**config.mk**
```make
export PLATFORM = sky130hd
export DESIGN_NAME = byte_bit_sequencer
export DESIGN_NICKNAME = d
export VERILOG_FILES = /design/src/rtl/byte_bit_sequencer.sv
export SDC_FILE = /design/constraint.sdc
export NUM_CORES = 1
export LEC_CHECK = 0
export ABC_AREA = 1
export ABC_CLOCK_PERIOD_IN_PS = 1400
export CORE_MARGIN = 5
export CORE_UTILIZATION = 43
export DETAILED_ROUTE_END_ITERATION = 7
export PLACE_DENSITY = 0.79
export SKIP_CTS_REPAIR_TIMING = 1
export SKIP_LAST_GASP = 1
export SYNTH_ARGS = -nofsm -noshare
export SYNTH_HDL_FRONTEND = slang
export SYNTH_SLANG_ARGS = --single-unit
export TNS_END_PERCENT = 1
```
**constraint.sdc**
```tcl
create_clock -name clk -period 1.4 [get_ports clk]
set_input_delay 0.28 -clock clk [delete_from_list [all_inputs] [get_ports clk]]
set_output_delay 0.28 -clock clk [all_outputs]
set_load 0.01 [all_outputs]
```
**src/rtl/byte_bit_sequencer.sv**
```systemverilog
// Byte-to-bit sequencer: accepts a byte over valid/ready, then walks bit_n across
// all eight positions, holding each for BIT_CYCLES clocks.
module byte_bit_sequencer #(
   parameter int unsigned BIT_CYCLES = 4,
   parameter int unsigned MSB_FIRST  = 0
) (
   input  logic       clk,
   input  logic       rst_n,
   input  logic [7:0] data_in,
   input  logic       data_valid,
   output logic       data_ready,
   output logic [7:0] hold_byte,
   output logic [2:0] bit_n,
   output logic       bit_strobe,
   output logic       busy,
   output logic       frame_done
);

   localparam int unsigned   CW        = (BIT_CYCLES > 1) ? $clog2(BIT_CYCLES) : 1;
   localparam logic [CW-1:0] CYC_LAST  = CW'(BIT_CYCLES - 1);
   localparam logic [2:0]    FIRST_BIT = (MSB_FIRST != 0) ? 3'd7 : 3'd0;

   typedef enum logic {IDLE, SEND} state_t;

   state_t        state;
   logic [CW-1:0] cyc_cnt;
   logic [2:0]    bit_cnt;
   logic          bit_end;
   logic          frame_end;
   logic          accept;

   always_comb begin
      bit_end    = (state == SEND) && (cyc_cnt == CYC_LAST);
      frame_end  = bit_end && (bit_cnt == 3'd7);
      data_ready = rst_n && ((state == IDLE) || frame_end);
      accept     = data_valid && data_ready;
   end

   // Accept takes priority over frame end so back-to-back bytes reload with no gap.
   always_ff @(posedge clk) begin
      if (!rst_n) begin
         state      <= IDLE;
         cyc_cnt    <= '0;
         bit_cnt    <= '0;
         hold_byte  <= '0;
         bit_n      <= '0;
         bit_strobe <= 1'b0;
         busy       <= 1'b0;
         frame_done <= 1'b0;
      end else begin
         bit_strobe <= 1'b0;
         frame_done <= frame_end;
         if (accept) begin
            state      <= SEND;
            busy       <= 1'b1;
            hold_byte  <= data_in;
            bit_n      <= FIRST_BIT;
            cyc_cnt    <= '0;
            bit_cnt    <= '0;
            bit_strobe <= 1'b1;
         end else if (frame_end) begin
            state   <= IDLE;
            busy    <= 1'b0;
            cyc_cnt <= '0;
            bit_cnt <= '0;
         end else if (bit_end) begin
            cyc_cnt    <= '0;
            bit_cnt    <= bit_cnt + 3'd1;
            bit_n      <= (MSB_FIRST != 0) ? bit_n - 3'd1 : bit_n + 3'd1;
            bit_strobe <= 1'b1;
         end else if (state == SEND) begin
            cyc_cnt <= cyc_cnt + CW'(1);
         end
      end
   end

endmodule

```
==> metrics <==
FF-to-FF Start=bit_cnt[0]; Inst Count DP=148; setup TNS=-1361 ps; pre-CTS WS=-326.7 ps; vias in the first global route=698; CTS max path bufs=2; Worst Setup End Kind=output pin; I/O Pins=26; Met1 Wirelength=664 um; xor and xnor area share after synthesis=0.03307; Inserted Clock Buffers=3; post-route insts no fill=152; fmax=622.7 MHz; Initial DRC Count=4; H-tree levels=1; Slew Viols, Final=0; Worst slew margin=0.7226; root buf cell=clkbuf_4; most frequent cells in the layout=26 x nand2_1, 23 x clkdlybuf4s50_1, 18 x dfxtp_1; Synth Register Bits=19; worst hold slack=470.5 ps; CP cell instances=ha_2 > ha_2 > a21oi_2 > nor2_1 > buf_2; post-route cell area=1165 sq um; proportion of layout cells with a drive suffix above 1=0.2047; final setup fails=22; status=finished, violations left; DRT Wirelength=1655 um; Worst Path Class, Setup=reg2out; HPWL after DPL=1337 um; initial antenna violation count=0; Post-Synth Adder-Cell Area=0.06299; Fin. Hold Viols=0; LEAKAGE=0.5251 nW; Final #Nets=143; Layout area overhead=46.61%; HP Class=reg2reg; Mapped Area=794.5 sq um; Final GP Congestion=0.8095; first-pass GRT wire length=2753 um; distinct cell type count after synthesis=24; Critical Path Most Common Cell=ha_2; Syn Nets=106; Hold Crit Endpoint=hold_byte[6]; clock sinks=19; Critical Path Source Type=flop; Peak VDD IR=0.5886 mV; most common cell after layout, fill and taps aside=nand2_1; multiplexer share of the synthesized area=0; DR WL met3=117 um; Buffers on Ports=25; drt drc=0; Worst Tran Pin Value=415.2 ps; DR WL/cell=10.89 um; Critical Path Max Stage Delay=340 ps; Final period util=1.147; largest net degree at the start of global routing=13; WL met2=855 um; post-synthesis simple-gate area fraction=0.2787; Avg Inst Size Synth=8.731 sq um; largest family of logic cells by synthesized area=simple AND/OR/NAND/NOR gates; Core Footprint=1745 sq um; Final ANT Viol Nets=0; pwr dens=868.2 nW/um^2; maximum fanout along the worst path=2; DR vias=698; CTS clk-pin slew, worst paths=110 ps; Worst R2R Setup Slack=-40 ps; Compound-Gate Fraction of Synth Area=0.08346; row cnt=15; WP data arrival=1330 ps; ant diodes=0; R2R cell count=9; number of fillers in the final layout=156; violated checks=negative setup slack; register area share after synthesis=0.4787; Top delay family on crit path=adder cells; Tot GR Track Use=0.1349; Die Width=52.99 um; worst-case clock skew=7.623 ps; Die Area=2807 sq um; HP Start=hold_byte[6]; Worst Hold Depth=2; Crit-path slowest cell=dfxtp_2; TritonCTS clock tree=built; GRT overflow=0; Final min period=1606 ps; area of placed instances=1127 sq um; Critical Path RT=1120 ps; final worst slack=-205.9 ps; reg2reg end=hold_byte[4]; Worst-Skew Late Latency=300 ps; buffers and inverters on the worst path=1; Highest Signal Layer=met4; Starting Density=0.4552; RSZ-0062 raised after global routing=true; die height=52.99 um; Max-Cap Viols=0; Avg Vias per Cell=4.592; Yosys warning count=0; synthesized instance count=91; DRT Pass-1 Iters=2
-- worst max path at each step --
| stage | start | end | slack (ps) | cells after the start |
|---|---|---|---|---|
| after floorplan | bit_cnt[0] | hold_byte[0] | 140 | 8 |
| after global placement | rst_n | data_ready | -340 | 4 |
| after detailed placement | rst_n | data_ready | -330 | 4 |
| after CTS | bit_cnt[0] | data_ready | -640 | 5 |
| after global routing | bit_cnt[0] | data_ready | -260 | 5 |
| final | bit_cnt[0] | data_ready | -210 | 5 |
-- where the power goes --
part | total, mW | leakage (nW) | switching, mW | internal [mW]
registers | 0.573 | 0.156 | 0.0106 | 0.563
clock network | 0.284 | 0.0139 | 0.175 | 0.109
logic | 0.154 | 0.355 | 0.0676 | 0.0868
-- area by class of cell --
cell class / instances / area [sq um] / share of cell area
Multi-Input combinational cell: 63 / 372.9 / 0.3201
Clock buffer: 3 / 22.52 / 0.01933
Inverter: 7 / 33.78 / 0.02900
Sequential cell: 19 / 381.6 / 0.3276
Timing Repair Buffer: 34 / 315.3 / 0.2707
Tap cell: 25 / 31.28 / 0.02685
Clock inverter: 1 / 7.507 / 0.006445
-- cell usage after synthesis --
master | n | area share
nand3_4 | 1 | 0.022
buf_6 | 1 | 0.014
or2_0 | 1 | 0.0079
clkinv_4 | 1 | 0.011
dfxtp_1 | 19 | 0.48
ha_1 | 4 | 0.063
xnor2_1 | 1 | 0.011
o21ai_0 | 1 | 0.0063
a21oi_1 | 6 | 0.038
o21bai_1 | 1 | 0.0095
inv_1 | 5 | 0.024
nand3_2 | 1 | 0.013
nand3_1 | 8 | 0.050
nand2_4 | 2 | 0.028
nand2_1 | 26 | 0.12
a21boi_0 | 1 | 0.0095
xor2_1 | 2 | 0.022
o211ai_1 | 1 | 0.0095
nand2_2 | 1 | 0.0079
a21oi_2 | 1 | 0.011
nor3_1 | 2 | 0.013
inv_4 | 1 | 0.0079
buf_2 | 1 | 0.0063
nor2_1 | 3 | 0.014
-- flip-flops by register name, indices dropped and copies added, names as in the netlist --
register,count
hold_byte,8
bit_cnt,3
bit_n,3
cyc_cnt,2
bit_strobe,1
frame_done,1
state,1
-- through the flow --
stage	power, mW	utilization
after floorplan	0.6526	-
after global placement	0.7401	0.6459
after detailed placement	0.7440	0.6459
after CTS	1.020	0.6631
after global routing	1.058	0.6674
final	1.011	0.6674
-- kinds of logic after synthesis --
group	Yosys count
buffers and inverters	9
AO/OA/AOI/OAI	11
adder cells (fa/ha/maj)	4
flip-flops	19
XOR/XNOR	3
AND/OR/NAND/NOR	45
-- worst reg2reg max path, stage by stage (launching register included) --
cell      delay, ps
dfxtp_2         340
ha_2            180
ha_2            180
buf_4           140
nand3_2          80
nand2_2          80
nand3_4         140
clkinv_4        100
nand2_1          70
nand2_1          60
-- metal layers --
metal | GRT usage | vias up
li1 | - | 368
met4 | 0.05106 | 0
met2 | 0.2500 | 19
met3 | 0.04507 | 3
met1 | 0.1375 | 308
met5 | 0 | -
(Power assumes the default switching activity.)
